===== config.mk =====
export PLATFORM = sky130hd
export DESIGN_NAME = fmap_mem_arbiter
export DESIGN_NICKNAME = d
export VERILOG_FILES = /design/src/rtl/fmap_mem_arbiter.sv
export SDC_FILE = /design/constraint.sdc
export NUM_CORES = 1
export LEC_CHECK = 0
export BUFFER_PORTS_ARGS = -buffer_cell sky130_fd_sc_hd__buf_4
export CAP_MARGIN = 20
export CORE_MARGIN = 5
export CORE_UTILIZATION = 30
export DETAILED_ROUTE_END_ITERATION = 8
export SETUP_SLACK_MARGIN = 0.5
export SYNTH_ARGS = -nofsm -noshare
export SYNTH_HDL_FRONTEND = slang
export SYNTH_SLANG_ARGS = --single-unit

===== constraint.sdc =====
create_clock -name clk -period 8.5 [get_ports clk]
set_clock_uncertainty 0.15 [all_clocks]
set_input_delay 0.85 -clock clk [delete_from_list [all_inputs] [get_ports clk]]
set_output_delay 0.85 -clock clk [all_outputs]
set_load 0.02 [all_outputs]

===== src/rtl/fmap_mem_arbiter.sv =====
// Round-robin arbiter sharing the feature-map BRAM port among fill engines.
// Bounded bursts per grant; read data returned with a one-hot requester tag.
module fmap_mem_arbiter #(
  parameter int NUM_REQ   = 4,
  parameter int ADDR_W    = 14,
  parameter int DATA_W    = 16,
  parameter int MAX_BURST = 16,
  parameter int MEM_LAT   = 1
) (
  input  logic                      clk,
  input  logic                      reset,
  input  logic                      arb_enable,
  input  logic [NUM_REQ-1:0]        req,
  input  logic [NUM_REQ-1:0]        we,
  input  logic [NUM_REQ*ADDR_W-1:0] addr,
  input  logic [NUM_REQ*DATA_W-1:0] wdata,
  output logic [NUM_REQ-1:0]        gnt,
  output logic [DATA_W-1:0]         rdata,
  output logic [NUM_REQ-1:0]        rvalid,
  output logic                      mem_en,
  output logic                      mem_we,
  output logic [ADDR_W-1:0]         mem_addr,
  output logic [DATA_W-1:0]         mem_wdata,
  input  logic [DATA_W-1:0]         mem_rdata,
  output logic                      busy
);

  localparam int PTR_W = (NUM_REQ > 1) ? $clog2(NUM_REQ) : 1;
  localparam int CNT_W = $clog2(MAX_BURST + 1);
  localparam int TAG_D = MEM_LAT + 1;

  typedef enum logic {IDLE, OWN} state_e;

  state_e                          state_q, state_d;
  logic [PTR_W-1:0]                rr_ptr_q, rr_ptr_d;
  logic [PTR_W-1:0]                owner_q, owner_d;
  logic [CNT_W-1:0]                beat_cnt_q, beat_cnt_d;
  logic [NUM_REQ-1:0]              gnt_q, gnt_d;
  logic                            mem_en_q, mem_en_d;
  logic                            mem_we_q, mem_we_d;
  logic [ADDR_W-1:0]               mem_addr_q, mem_addr_d;
  logic [DATA_W-1:0]               mem_wdata_q, mem_wdata_d;
  logic [TAG_D-1:0][NUM_REQ-1:0]   tag_q, tag_d;

  logic [NUM_REQ-1:0] owner_oh;
  logic [NUM_REQ-1:0] tag_in;
  logic [CNT_W-1:0]   cnt_inc;
  logic [PTR_W-1:0]   next_ptr;
  logic [PTR_W:0]     win;
  logic               acc;
  logic               last;
  logic               rel;

  // Returns {found, index} of the first set bit searching up from p, wrapping.
  function automatic logic [PTR_W:0] pick(
    input logic [NUM_REQ-1:0] m,
    input logic [PTR_W-1:0]   p
  );
    logic [PTR_W:0] r;
    int             k;
    r = '0;
    for (int i = NUM_REQ - 1; i >= 0; i--) begin
      k = (int'(p) + i) % NUM_REQ;
      if (m[k]) r = {1'b1, PTR_W'(k)};
    end
    return r;
  endfunction

  always_comb begin
    owner_oh = NUM_REQ'(1) << owner_q;
    acc      = (state_q == OWN) && req[owner_q];
    cnt_inc  = beat_cnt_q + CNT_W'(1);
    last     = acc && (cnt_inc == CNT_W'(MAX_BURST));
    rel      = (state_q == OWN) && (!req[owner_q] || last);
    next_ptr = (owner_q == PTR_W'(NUM_REQ - 1)) ? '0 : owner_q + PTR_W'(1);
    win      = '0;

    state_d     = state_q;
    rr_ptr_d    = rr_ptr_q;
    owner_d     = owner_q;
    beat_cnt_d  = beat_cnt_q;
    mem_en_d    = acc;
    mem_we_d    = acc && we[owner_q];
    mem_addr_d  = acc ? addr[owner_q*ADDR_W +: ADDR_W] : mem_addr_q;
    mem_wdata_d = acc ? wdata[owner_q*DATA_W +: DATA_W] : mem_wdata_q;
    tag_in      = (acc && !we[owner_q]) ? owner_oh : '0;

    if (state_q == IDLE) begin
      win = pick(req, rr_ptr_q);
      if (arb_enable && win[PTR_W]) begin
        state_d    = OWN;
        owner_d    = win[PTR_W-1:0];
        beat_cnt_d = '0;
      end
    end else begin
      if (acc) beat_cnt_d = cnt_inc;
      if (rel) begin
        rr_ptr_d = next_ptr;
        // A capped owner sits out this round so it re-competes last.
        win = pick(req & ~owner_oh, next_ptr);
        beat_cnt_d = '0;
        if (arb_enable && win[PTR_W]) begin
          owner_d = win[PTR_W-1:0];
        end else begin
          state_d = IDLE;
        end
      end
    end

    gnt_d = (state_d == OWN) ? (NUM_REQ'(1) << owner_d) : '0;

    tag_d    = '0;
    tag_d[0] = tag_in;
    for (int i = 1; i < TAG_D; i++) tag_d[i] = tag_q[i-1];
  end

  always_ff @(posedge clk or negedge reset) begin
    if (!reset) begin
      state_q     <= IDLE;
      rr_ptr_q    <= '0;
      owner_q     <= '0;
      beat_cnt_q  <= '0;
      gnt_q       <= '0;
      mem_en_q    <= 1'b0;
      mem_we_q    <= 1'b0;
      mem_addr_q  <= '0;
      mem_wdata_q <= '0;
      tag_q       <= '0;
    end else begin
      state_q     <= state_d;
      rr_ptr_q    <= rr_ptr_d;
      owner_q     <= owner_d;
      beat_cnt_q  <= beat_cnt_d;
      gnt_q       <= gnt_d;
      mem_en_q    <= mem_en_d;
      mem_we_q    <= mem_we_d;
      mem_addr_q  <= mem_addr_d;
      mem_wdata_q <= mem_wdata_d;
      tag_q       <= tag_d;
    end
  end

  assign gnt       = gnt_q;
  assign mem_en    = mem_en_q;
  assign mem_we    = mem_we_q;
  assign mem_addr  = mem_addr_q;
  assign mem_wdata = mem_wdata_q;
  assign rvalid    = tag_q[MEM_LAT];
  assign rdata     = (|tag_q[MEM_LAT]) ? mem_rdata : '0;
  assign busy      = (state_q == OWN) || (|tag_q);

endmodule


==> impl_metrics.ini <==
[sta]
tightest_slew_ps = 694
finalCritPeriodShare_pct = 36.2
setup_slack_ps = 5420
finalMaxSlewViolations = 0
rsz0062_at_grt = false
fmax_mhz = 325
period_needed_ps = 3080
setup_violations = 0
hold_violations = 0
relSlewSlack_pct = 53.1
tns_ps = 0
hold_ws_ps = 239

[yosys]
synth.ff_latch_count = 54
synth_top_area_share_pct = 40.9
synth_top_cell_by_area = dfrtp_1
yosysSeqAreaShare_pct = 40.9
yosysWarnings = 0
synth_edf_count = 0
async_reset_ff_share_pct = 100
synth.most_common_cell = dfrtp_1
netlist_instances = 267
synth_area_leaders = dfrtp_1 (41%), mux4_2 (21%), mux2_2 (10%), nor2b_1 (3.6%), ha_1 (2.3%)
synth.avg_cell_area_sq_um = 12.4
ys.flop_type = dfrtp_1
synth_common_cells = dfrtp_1 (54), mux4_2 (31), mux2_2 (30), nor2b_1 (19), o21ai_0 (15)
synthesis.nets = 420
synth_area_sq_mm = 0.00330
synth_cell_types = 48

[layout]
stdcell_count = 606
diodes = 0
n_fill_cell = 995
nNetsFinal = 618
drive_gt1_share_pct = 60.1
synthToLayoutAreaGrowth_pct = 54.3

[worst_setup_path]
reg2reg_setup_slack_ps = 5420
crit_fanout = 35
timing.rr.start = owner_q[0]
crit_path_start_kind = flop
path_class = flop to flop
cp.required_ps = 8550
arrival_ps = 3130
timing.rr.end = mem_addr[11]
rr_worst_depth = 5
cp-end-kind = flop

[detailed_routing]
drt_iter0_drc = 106
firstDrtPassIters = 4
drtAntennaViolNets = 0
viasPerCell = 4.89
drc_errors = 0
routedWlPerCell_um = 17.2
num_vias = 2962
routed_wl_um = 10400

[floorplan]
core_area_sq_mm = 0.0108
die_area_sq_mm = 0.0132
start_util_pct = 30.6
die_width_um = 115
ios = 204
rows = 38
die_h_um = 115

[place]
dp.cells = 598
hpwlAfterDp_um = 8470
port_buffers = 203
preCtsSetupSlack_ps = 5320
place_congestion = 0.851

[global_route]
grt_pass1_vias = 3137
grt_max_degree = 55
antenna_found_initial = 0
track_usage_pct = 14.9
grt.overflow.total = 0
grt_pass1_wl_um = 15600

[worst_hold_path]
hold_end = rvalid[1]
hold_start = tag_d[5]
hold_depth = 0
min-delay-path-class = flop to flop

[power]
power.switching_uw = 703
p_per_area_mw_per_mm2 = 337
p_comb_share_pct = 63.9
p_sw_share_pct = 40.9
internal_power_mw = 1.01
power_frac_clock_pct = 10.4
p_leak_nw = 2.41
ir_drop_v = 0.000149
power.share.sequential_pct = 25.6

[cts]
clockRootBuffer = clkbuf_8
post_cts_buffers = 0
clkSinkCount = 54
cts_buffers = 5
clk_latency_ps = 300
ctsResizeCount = 0
cts.hold.buffers_added = 0
h-tree-depth = 2
cts.path.max_buffers = 2
cts.clk_slew.worst_paths_ps = 100
cts_tree = yes

[outcome]
status = finished, final reports clean

[flow_run]
cap_violations = 0
==> cells in the final DEF (no fill, tap or decap), types with 2 or more instances in the layout <==
cell,n
nor2_1,12
nor3_1,4
inv_1,11
and2_1,5
ha_1,6
mux2_2,30
a21oi_1,7
mux4_2,31
o21ai_0,15
dfrtp_1,53
nand2_1,12
nand2b_1,4
xor2_1,2
clkbuf_8,6
nand3_1,6
a211o_1,2
o221ai_1,2
buf_4,207
nor2b_1,19
and3_1,2
==> kinds of logic after synthesis <==
logic type / share of synthesized area, %
AO/OA/AOI/OAI: 9.02
XOR/XNOR: 0.796
adder cells (fa/ha/maj): 2.27
buffers and inverters: 3.26
flip-flops: 40.9
multiplexers: 32.5
AND/OR/NAND/NOR: 11.3
==> metal layers <==
metal	vias up	global-route usage [%]	routed length (um)
met3	7	3.47	869
met1	1440	18.0	3990
met5	-	0	0
li1	1399	-	-
met2	116	26.5	5460
met4	0	3.91	91
==> state kept, by name (all words and copies together) (netlist names) <==
register	cells
beat_cnt_q	5
gnt	4
mem_addr	14
mem_en	1
mem_wdata	16
mem_we	1
owner_q	2
rr_ptr_q	2
rvalid	4
state_q	1
tag_d	4
==> worst max path at each step <==
stage	startpoint	to	cells after the start
after floorplan	owner_q[0]	gnt[1]	10
after global placement	owner_q[0]	mem_wdata[8]	5
after detailed placement	owner_q[0]	mem_addr[11]	5
after CTS	owner_q[0]	mem_addr[11]	5
after global routing	owner_q[0]	mem_addr[3]	5
final	owner_q[0]	mem_addr[11]	5
==> critical path: stages, from the launching register on <==
cell and delay, ps:
dfrtp_2 440, buf_4 540, mux4_1 690, nand2_1 360, buf_4 410, mux2_2 380
==> power groups by stage <==
stage	combinational (mW)	sequential [mW]	clock (mW)
6_report	1.10	0.440	0.179
5_1_grt	1.19	0.458	0.196
4_1_cts	1.12	0.441	0.187
3_5_place_dp	1.11	0.446	0
3_3_place_gp	1.10	0.441	0
2_1_floorplan	0.625	0.540	0
==> final cells by class <==
cell class              instances  area, sq um  area share [%]
multi-input cells             186         1850            36.3
repair buffers                207         1550            30.5
well taps                     140          175            3.44
flip-flops and latches         54         1350            26.6
inverters                      11         41.3           0.811
clock inverters                 2         38.8           0.761
clock buffers                   6         82.6            1.62
==> per-stage QoR <==
step / cell area, sq um / power (mW) / util, %
floorplan: 3300 / 1.16 / -
detailed placement: 4970 / 1.56 / 46.1
finish: 5090 / 1.72 / 47.2
global route: 5090 / 1.84 / 47.2
CTS: 5090 / 1.75 / 47.2
global placement: 4970 / 1.54 / 46.1
Power figures use the tool's default switching activity.
